[config.mk]
export PLATFORM = sky130hd
export DESIGN_NAME = muntjac_instr_decode_stage
export DESIGN_NICKNAME = d
export VERILOG_FILES = /design/src/rtl/muntjac_instr_decode_stage.sv
export SDC_FILE = /design/constraint.sdc
export NUM_CORES = 1
export LEC_CHECK = 0
export CAP_MARGIN = 20
export CORE_MARGIN = 1
export CORE_UTILIZATION = 50
export DETAILED_ROUTE_END_ITERATION = 12
export HOLD_SLACK_MARGIN = 0.03
export PLACE_DENSITY_LB_ADDON = 0.15
export SLEW_MARGIN = 40
export SYNTH_ARGS = -nofsm -noshare
export SYNTH_HDL_FRONTEND = slang
export SYNTH_SLANG_ARGS = --single-unit
[constraint.sdc]
create_clock -name clk_i -period 2.7 [get_ports clk_i]
set_clock_uncertainty 0.1 [all_clocks]
set_input_delay 0.675 -clock clk_i [delete_from_list [all_inputs] [get_ports clk_i]]
set_output_delay 0.675 -clock clk_i [all_outputs]
set_load 0.03 [all_outputs]
[src/rtl/muntjac_instr_decode_stage.sv]
// Registered decode stage between fetch and issue, with a 2-entry output/skid buffer.
// Define MUNTJAC_AMO_EN to make OPCODE_AMO a legal encoding; otherwise AMO decodes illegal.
module muntjac_instr_decode_stage #(
  parameter int unsigned XLEN  = 64,
  parameter int unsigned CNT_W = 16
) (
  input  logic              clk_i,
  input  logic              rst_ni,
  input  logic              flush_i,
  input  logic              in_valid_i,
  output logic              in_ready_o,
  input  logic [31:0]       in_instr_i,
  input  logic [XLEN-1:0]   in_pc_i,
  output logic              out_valid_o,
  input  logic              out_ready_i,
  output logic [XLEN-1:0]   out_pc_o,
  output logic [6:0]        out_opcode_o,
  output logic [4:0]        out_rd_o,
  output logic [4:0]        out_rs1_o,
  output logic [4:0]        out_rs2_o,
  output logic [2:0]        out_funct3_o,
  output logic [XLEN-1:0]   out_imm_o,
  output logic              out_is_word_o,
  output logic              out_illegal_o,
  input  logic              illegal_cnt_clr_i,
  output logic [CNT_W-1:0]  illegal_cnt_o
);

  localparam logic [6:0] OPC_LOAD      = 7'h03;
  localparam logic [6:0] OPC_MISC_MEM  = 7'h0f;
  localparam logic [6:0] OPC_OP_IMM    = 7'h13;
  localparam logic [6:0] OPC_AUIPC     = 7'h17;
  localparam logic [6:0] OPC_OP_IMM_32 = 7'h1b;
  localparam logic [6:0] OPC_STORE     = 7'h23;
  localparam logic [6:0] OPC_AMO       = 7'h2f;
  localparam logic [6:0] OPC_OP        = 7'h33;
  localparam logic [6:0] OPC_LUI       = 7'h37;
  localparam logic [6:0] OPC_OP_32     = 7'h3b;
  localparam logic [6:0] OPC_BRANCH    = 7'h63;
  localparam logic [6:0] OPC_JALR      = 7'h67;
  localparam logic [6:0] OPC_JAL       = 7'h6f;
  localparam logic [6:0] OPC_SYSTEM    = 7'h73;

  typedef struct packed {
    logic [XLEN-1:0] pc;
    logic [6:0]      opcode;
    logic [4:0]      rd;
    logic [4:0]      rs1;
    logic [4:0]      rs2;
    logic [2:0]      funct3;
    logic [XLEN-1:0] imm;
    logic            is_word;
    logic            illegal;
  } dec_entry_t;

  dec_entry_t       dec_c;
  dec_entry_t       out_q;
  dec_entry_t       skid_q;
  logic             out_valid_q;
  logic             skid_valid_q;
  logic [CNT_W-1:0] illegal_cnt_q;
  logic             accept_c;
  logic             consume_c;
  logic             cnt_inc_c;

  logic [XLEN-1:0] imm_i_c, imm_s_c, imm_b_c, imm_u_c, imm_j_c;

  // Immediate candidates for every format, sign-extended from instr[31].
  assign imm_i_c = XLEN'($signed(in_instr_i[31:20]));
  assign imm_s_c = XLEN'($signed({in_instr_i[31:25], in_instr_i[11:7]}));
  assign imm_b_c = XLEN'($signed({in_instr_i[31], in_instr_i[7], in_instr_i[30:25],
                                  in_instr_i[11:8], 1'b0}));
  assign imm_u_c = XLEN'($signed({in_instr_i[31:12], 12'b0}));
  assign imm_j_c = XLEN'($signed({in_instr_i[31], in_instr_i[19:12], in_instr_i[20],
                                  in_instr_i[30:21], 1'b0}));

  always_comb begin
    dec_c         = '0;
    dec_c.pc      = in_pc_i;
    dec_c.opcode  = in_instr_i[6:0];
    dec_c.rd      = in_instr_i[11:7];
    dec_c.rs1     = in_instr_i[19:15];
    dec_c.rs2     = in_instr_i[24:20];
    dec_c.funct3  = in_instr_i[14:12];
    unique case (in_instr_i[6:0])
      OPC_LOAD, OPC_OP_IMM, OPC_JALR, OPC_MISC_MEM, OPC_SYSTEM: dec_c.imm = imm_i_c;
      OPC_OP_IMM_32: begin
        if (XLEN == 32) begin
          dec_c.illegal = 1'b1;
        end else begin
          dec_c.imm     = imm_i_c;
          dec_c.is_word = 1'b1;
        end
      end
      OPC_STORE:           dec_c.imm = imm_s_c;
      OPC_BRANCH:          dec_c.imm = imm_b_c;
      OPC_LUI, OPC_AUIPC:  dec_c.imm = imm_u_c;
      OPC_JAL:             dec_c.imm = imm_j_c;
      OPC_OP:              dec_c.imm = '0;
      OPC_OP_32: begin
        if (XLEN == 32) dec_c.illegal = 1'b1;
        else            dec_c.is_word = 1'b1;
      end
`ifdef MUNTJAC_AMO_EN
      OPC_AMO:             dec_c.imm = '0;
`else
      OPC_AMO:             dec_c.illegal = 1'b1;
`endif
      default:             dec_c.illegal = 1'b1;
    endcase
    if (in_instr_i[1:0] != 2'b11) dec_c.illegal = 1'b1;
    if (dec_c.illegal) dec_c.imm = '0;
  end

  assign in_ready_o = !skid_valid_q;
  assign accept_c   = in_valid_i && in_ready_o;
  assign consume_c  = out_valid_q && out_ready_i;

  // Output register plus skid: accepted entries land in the skid only when the
  // output register is occupied and not draining this cycle.
  always_ff @(posedge clk_i or negedge rst_ni) begin
    if (!rst_ni) begin
      out_q        <= '0;
      skid_q       <= '0;
      out_valid_q  <= 1'b0;
      skid_valid_q <= 1'b0;
    end else if (flush_i) begin
      out_valid_q  <= 1'b0;
      skid_valid_q <= 1'b0;
    end else if (consume_c) begin
      if (skid_valid_q) begin
        out_q        <= skid_q;
        out_valid_q  <= 1'b1;
        skid_valid_q <= 1'b0;
      end else if (accept_c) begin
        out_q       <= dec_c;
        out_valid_q <= 1'b1;
      end else begin
        out_valid_q <= 1'b0;
      end
    end else if (accept_c) begin
      if (!out_valid_q) begin
        out_q       <= dec_c;
        out_valid_q <= 1'b1;
      end else begin
        skid_q       <= dec_c;
        skid_valid_q <= 1'b1;
      end
    end
  end

  // Entries dropped by a same-cycle flush never reach issue, so they are not counted.
  assign cnt_inc_c = accept_c && dec_c.illegal && !flush_i;

  always_ff @(posedge clk_i or negedge rst_ni) begin
    if (!rst_ni) begin
      illegal_cnt_q <= '0;
    end else if (illegal_cnt_clr_i) begin
      illegal_cnt_q <= cnt_inc_c ? CNT_W'(1) : '0;
    end else if (cnt_inc_c && (illegal_cnt_q != {CNT_W{1'b1}})) begin
      illegal_cnt_q <= illegal_cnt_q + CNT_W'(1);
    end
  end

  assign out_valid_o   = out_valid_q;
  assign out_pc_o      = out_q.pc;
  assign out_opcode_o  = out_q.opcode;
  assign out_rd_o      = out_q.rd;
  assign out_rs1_o     = out_q.rs1;
  assign out_rs2_o     = out_q.rs2;
  assign out_funct3_o  = out_q.funct3;
  assign out_imm_o     = out_q.imm;
  assign out_is_word_o = out_q.is_word;
  assign out_illegal_o = out_q.illegal;
  assign illegal_cnt_o = illegal_cnt_q;

endmodule

==> flow_metrics.tcl, run 1 <==
set metrics [dict create \
    synthTopCellsByArea "dfrtp_1, nand2_1, a31oi_1" \
    track_usage_pct 26.48 \
    max_stage_delay_ns 0.74 \
    synth_top_family_by_area "simple AND/OR/NAND/NOR gates" \
    period_share_pct 95.49 \
    synth_compound_area_share_pct 13.48 \
    whs_path_depth 2 \
    wl_microns 32420 \
    grt_start_max_net_pins 69 \
    crit_fanout 10 \
    core_area_sq_mm 0.02292 \
    regArea_sq_mm 0.006606 \
    antenna_cells 0 \
    synth_edf_count 0 \
    synth_cells 1364 \
    post_dp_cell_area_sq_mm 0.01506 \
    synth-xor-area-share_pct 0 \
    clk_latency_ns 0.53 \
    die-area_sq_mm 0.02420 \
    tns_ns 0 \
    rsz0062_at_grt "no" \
    synth.distinct_cells 56 \
    fin_util_pct 69.39 \
    multi_input_area_sq_mm 0.004559 \
    gp_congestion 0.8737 \
    yosys.area_share.adder_pct 0.1061 \
    cp.depth 1 \
    netlist_area_sq_mm 0.01179 \
    async_flop_share_pct 100.0 \
    rows 55 \
    maxSlewViolCount 0 \
    layout_min_cycle_time_ns 2.578 \
    synth-simple-area-share_pct 24.45 \
    cts_tree "done" \
    dp_hpwl_microns 21650 \
    syn_nets 1467 \
    synth_top_area_share_pct 56.03 \
    synth_area_per_cell_sq_um 8.644 \
    vias 10674 \
    slowest_stage "clkdlybuf4s50_1" \
    clock_sinks 264 \
    fin_total_pwr_mw 11.80 \
    path_buf_inv 1 \
    fill_cells 1834 \
    drv_cap 0 \
    die_w_microns 155.6 \
    nets 1719 \
    fin_area_sq_mm 0.01590 \
    drive_gt1_share_pct 7.650 \
    grt_antenna_before_repair 0 \
    power_density_mw_per_mm2 742.3 \
    final_antenna_net_count 0 \
    cp-start-kind "flop" \
    clkTransAtPathRegs_ns 0.06 \
    cts_buffer_depth 3 \
    avgRoutedWirePerCell_microns 16.65 \
    initial_core_util_pct 51.45 \
    layoutNonFillerInstCount 1947 \
    yosys_warnings 0 \
    reg2reg_depth 5 \
    cp.required_ns 1.92 \
    relSlewSlack_pct 60.95 \
    first_pass_iters 6 \
    portBuffers 274 \
    min_path_type "flop to flop" \
    drc 0 \
    fmax_mhz 387.9 \
    synthFlopType "dfrtp_1" \
    area_growth_pct 34.87 \
    cp_top_family "buffers and inverters" \
    tightest_slew_ns 0.5858 \
    ioPinCount 275 \
    drt_iter0_markers 768 \
    hold_viol_final 0 \
    vdd.ir_drop.worst_mv 0.4903 \
    cp-end-kind "primary output" \
    leakage_nw 7.225 \
    grt_pass1_wl_microns 51690 \
    dp.cells 1898 \
    crit_chain "clkdlybuf4s50_1" \
    setup_viol 0 \
    synthTopCellsByCount "nand2_1, dfrtp_1, nor2_1" \
    htree_levels 1 \
    muxShareOfSynthArea_pct 0.3820 \
    synthMostInstantiatedCell "nand2_1" \
    avgViaCountPerCell 5.482 \
    outcome "finished clean" \
    grt-ovfl-total 0 \
    cp.arrival_ns 1.80 \
    synth-seq-area-share_pct 56.03 \
    cts_buffers 28 \
    grt_pass1_vias 9970 \
    ys_ff_latch 264 \
    critPathKind "flop to primary output" \
    fp.dieH_microns 155.6 \
    yosysTopAreaCell "dfrtp_1" \
    root_buffer "clkbuf_16" \
]
-- state kept, by name, summed over array words and instances (netlist names) --
signal         count
out_illegal_o      1
skid_valid_q       1
out_rd_o           5
out_imm_o         32
skid_q           123
out_pc_o          64
out_rs2_o          5
out_funct3_o       3
illegal_cnt_o     16
out_rs1_o          5
out_is_word_o      1
out_opcode_o       7
out_valid_o        1
-- per-layer routing --
metal | global-route usage, % | vias up | routed length [microns]
met4 | 8.403 | 0 | 739
met3 | 4.778 | 52 | 2563
met5 | 0 | - | 0
met2 | 41.38 | 414 | 15280
met1 | 37.59 | 5160 | 13840
li1 | - | 5048 | -
-- power breakdown --
group | switching (mW) | internal (mW) | total, mW | leakage (nW)
sequential | 0.445 | 4.75 | 5.19 | 3.20
combinational | 1.74 | 1.24 | 2.98 | 3.60
clock | 1.51 | 2.12 | 3.63 | 0.427
-- path summary, 6_finish.rpt --
path	from	endpoint	slack [ns]
min in group asynchronous	rst_ni	illegal_cnt_o[15]	0.56
hold / removal	skid_q[64]	skid_q[64]	0.37
setup / recovery	out_valid_o	out_valid_o	0.12
max in group asynchronous	rst_ni	skid_q[27]	1.21
hold reg to reg	skid_q[64]	skid_q[64]	0.37
setup reg to reg	skid_valid_q	illegal_cnt_o[11]	0.48
-- layout make-up --
| cell class | instances | share of cell area, % |
|---|---|---|
| Clock buffer | 44 | 5.295 |
| Timing Repair Buffer | 348 | 21.73 |
| Clock inverter | 4 | 0.1495 |
| Inverter | 6 | 0.1416 |
| Tap cell | 313 | 2.463 |
| Multi-Input combinational cell | 968 | 28.67 |
| Sequential cell | 264 | 41.55 |
-- layout by cell type, fill, tap and decap left out, types with 5 or more instances in the layout --
master,instances
dfrtp_1,264
nand2_1,489
buf_4,58
o21ai_0,45
o31ai_1,8
clkbuf_8,6
or3_1,29
a21oi_1,55
dlygate4sd2_1,32
clkdlybuf4s50_1,240
nor2b_1,7
o2111ai_1,7
buf_12,15
inv_1,6
a22o_1,6
a31oi_1,116
nor2_1,133
nand4_1,5
clkbuf_1,9
nand3_1,6
clkbuf_16,29
or4_1,6
-- worst min-delay path: stages (launching register included) --
cell and delay [ns]:
dfrtp_1 0.34, nand2_1 0.05, o31ai_1 0.05
-- repair_timing --
item	in CTS	in global routing
gates resized for setup	32	1
hold buffers	1	0
setup endpoints to repair	33	1
endpoints found under the hold margin	49	0
buffers inserted	0	0
-- cells by family after synthesis --
logic type | Yosys count
AO/OA/AOI/OAI | 258
AND/OR/NAND/NOR | 705
flip-flops | 264
adder cells (fa/ha/maj) | 1
multiplexers | 4
buffers and inverters | 132
-- per-stage QoR --
stage | setup slack [ns] | hold slack (ns)
final | 0.1218 | 0.3692
after global routing | 0.06014 | 0.3913
after CTS | 0.0005962 | 0.3739
after detailed placement | -0.2577 | 0.3595
after global placement | -0.2457 | 0.3512
after floorplan | 0.4155 | 0.2794
No activity file was read; power rests on OpenSTA's default activity.
==> run 2, diff against run 1 <==
--- a/config.mk
+++ b/config.mk
@@ -8,6 +8,7 @@
 export CAP_MARGIN = 20
 export CORE_MARGIN = 1
 export CORE_UTILIZATION = 50
+export CTS_CLUSTER_DIAMETER = 200
 export DETAILED_ROUTE_END_ITERATION = 12
 export HOLD_SLACK_MARGIN = 0.03
 export PLACE_DENSITY_LB_ADDON = 0.15
==> results of run 2 <==
Final layout, timing and power as in run 1 (identical DEF).
==> run 3, diff against run 2 <==
--- a/config.mk
+++ b/config.mk
@@ -7,7 +7,7 @@
 export LEC_CHECK = 0
 export CAP_MARGIN = 20
 export CORE_MARGIN = 1
-export CORE_UTILIZATION = 50
+export CORE_UTILIZATION = 45
 export CTS_CLUSTER_DIAMETER = 200
 export DETAILED_ROUTE_END_ITERATION = 12
 export HOLD_SLACK_MARGIN = 0.03
==> constraint.sdc (replaced) <==
create_clock -name clk_i -period 2.3 [get_ports clk_i]
set_clock_uncertainty 0.1 [all_clocks]
set_input_delay 0.575 -clock clk_i [delete_from_list [all_inputs] [get_ports clk_i]]
set_output_delay 0.575 -clock clk_i [all_outputs]
set_load 0.03 [all_outputs]
==> run 3 against run 2 <==
Routed wire length rose by 3.1%. Combinational power rose by 18%. Utilization fell by 5.5 points. Power rose by 17%. Flip-flop and latch count did not move. Via count fell by 1.2%. Non-clock buffer count rose by 24. Final cell count rose by 2.1%. Cell area rose by 2.4%. Worst hold slack improved by 0.00086 ns. Critical path type unchanged. Critical endpoint is now out_pc_o[48]. Largest cell class unchanged.
==> flow_metrics.tcl, run 3 (synthesis gave the netlist of run 1 again) <==
set metrics [dict create \
    drive_gt1_share_pct 11.59 \
    period_share_pct 98.52 \
    ioPinCount 275 \
    fin_ws_ns 0.03405 \
    maxSlewViolCount 0 \
    relSlewSlack_pct 69.97 \
    avgRoutedWirePerCell_microns 16.82 \
    clk_latency_ns 0.54 \
    rsz0062_at_grt "no" \
    root_buffer "clkbuf_16" \
    critPathKind "flop to primary output" \
    post-place-ws_ns -0.6547 \
    final_common_cell "nand2_1" \
    largest-register "skid_q" \
    regToRegEndpoint "illegal_cnt_o[4]" \
    cts_tree "done" \
    grt-ovfl-total 0 \
    tightest_slew_ns 0.4504 \
    layout_min_cycle_time_ns 2.266 \
    track_usage_pct 24.93 \
    path_buf_inv 1 \
    fp.dieH_microns 163.9 \
    drt_iter0_markers 752 \
    vias 10546 \
    cp.required_ns 1.62 \
    cp.arrival_ns 1.59 \
    setup_viol 0 \
    power_density_mw_per_mm2 849.8 \
    clock_sinks 264 \
    post_dp_cell_area_sq_mm 0.01532 \
    fmax_mhz 441.3 \
    layout_common_cells "nand2_1, dfrtp_1, clkdlybuf4s50_1, nor2_1, a31oi_1" \
    wl_microns 33430 \
    cp_top_family "buffers and inverters" \
    vdd.ir_drop.worst_mv 0.5706 \
    ff2ff_setup_slack_ns 0.12 \
    cts_buffer_depth 3 \
    min_path_type "flop to flop" \
    outcome "finished clean" \
    nets 1744 \
    hold_path_end "skid_q[88]" \
    reg2reg_depth 7 \
    layoutNonFillerInstCount 1988 \
    regArea_sq_mm 0.006606 \
    area_growth_pct 38.10 \
    cts_buffers 29 \
    cp-end-kind "primary output" \
    grt_antenna_before_repair 1 \
    htree_levels 1 \
    core_area_sq_mm 0.02547 \
    tns_ns 0 \
    die_w_microns 163.9 \
    first_pass_iters 8 \
    clkTransAtPathRegs_ns 0.06 \
    fin_area_sq_mm 0.01628 \
    largest_reg_flops 123 \
    max_stage_delay_ns 0.69 \
    grt_pass1_vias 10060 \
    gp_congestion 0.8437 \
    fin_util_pct 63.92 \
    hold_path_startpoint "skid_q[88]" \
    crit_chain "clkdlybuf4s50_1" \
    grt_pass1_wl_microns 53320 \
    hold_viol_final 0 \
    grt_start_max_net_pins 84 \
    drv_cap 0 \
    slowest_stage "clkdlybuf4s50_1" \
    drc 0 \
    portBuffers 274 \
    cp-start-kind "flop" \
    leakage_nw 7.633 \
    dp.cells 1936 \
    fill_cells 2166 \
    dp_hpwl_microns 22730 \
    whs_path_depth 2 \
    rows 58 \
    crit_fanout 2 \
    multi_input_area_sq_mm 0.004599 \
    final_antenna_net_count 0 \
    r2r-start "skid_valid_q" \
    avgViaCountPerCell 5.305 \
    die-area_sq_mm 0.02685 \
    initial_core_util_pct 46.29 \
]
## run 3: cell types whose count changed in the layout (fill, tap and decap cells not counted), moves of 14 or more
cell and delta:
clkdlybuf4s50_1 -57, buf_4 +43, dlymetal6s2s_1 +25, buf_12 +14
## run 3: area by class of cell
| type | instances | share of cell area [%] |
|---|---|---|
| clock buffer | 38 | 4.849 |
| sequential | 264 | 40.57 |
| inverter | 6 | 0.1383 |
| tap | 330 | 2.536 |
| clock inverter | 9 | 0.3458 |
| multi-input combinational | 968 | 28.25 |
| timing repair buffer | 372 | 23.29 |
| antenna | 1 | 0.01537 |
## run 3: worst max path at each step
stage,start,end,slack [ns],depth (start not counted)
after detailed placement,in_instr_i[6],illegal_cnt_o[9],-0.65,7
after floorplan,in_instr_i[4],illegal_cnt_o[11],0.12,5
after global placement,in_instr_i[6],illegal_cnt_o[9],-0.55,7
after global routing,out_imm_o[27],out_imm_o[27],0.002,1
final,out_pc_o[48],out_pc_o[48],0.03,1
after CTS,out_pc_o[27],out_pc_o[27],0.00009,1
## run 3: repair_timing
item                                    in CTS  in global routing
resized for setup                           34                 32
pin swaps                                    1                  1
endpoints found under the setup margin      36                 35
setup buffers                                1                  2
hold buffers                                 1                  0
endpoints found under the hold margin       27                  0
## run 3: per-stage QoR
step	total power, mW	hold WS, ns
floorplan	8.028	0.1794
global placement	9.624	0.3537
detailed placement	9.720	0.3544
CTS	13.96	0.3742
global route	14.52	0.3876
finish	13.84	0.3701
## run 3: power breakdown
part	leakage (nW)	switching [mW]	total (mW)	internal [mW]
Sequential	3.20	0.502	6.07	5.57
Combinational	4.02	2.06	3.53	1.47
Clock	0.410	1.84	4.23	2.39
Total	7.63	4.40	13.8	9.43
## run 3: layer usage
metal / share of wire, % / up-vias / track usage (%)
li1: - / 5102 / -
met4: 2.4 / 0 / 6.902
met2: 47 / 338 / 39.66
met5: 0 / - / 0
met1: 44 / 5055 / 35.44
met3: 6.6 / 51 / 3.838
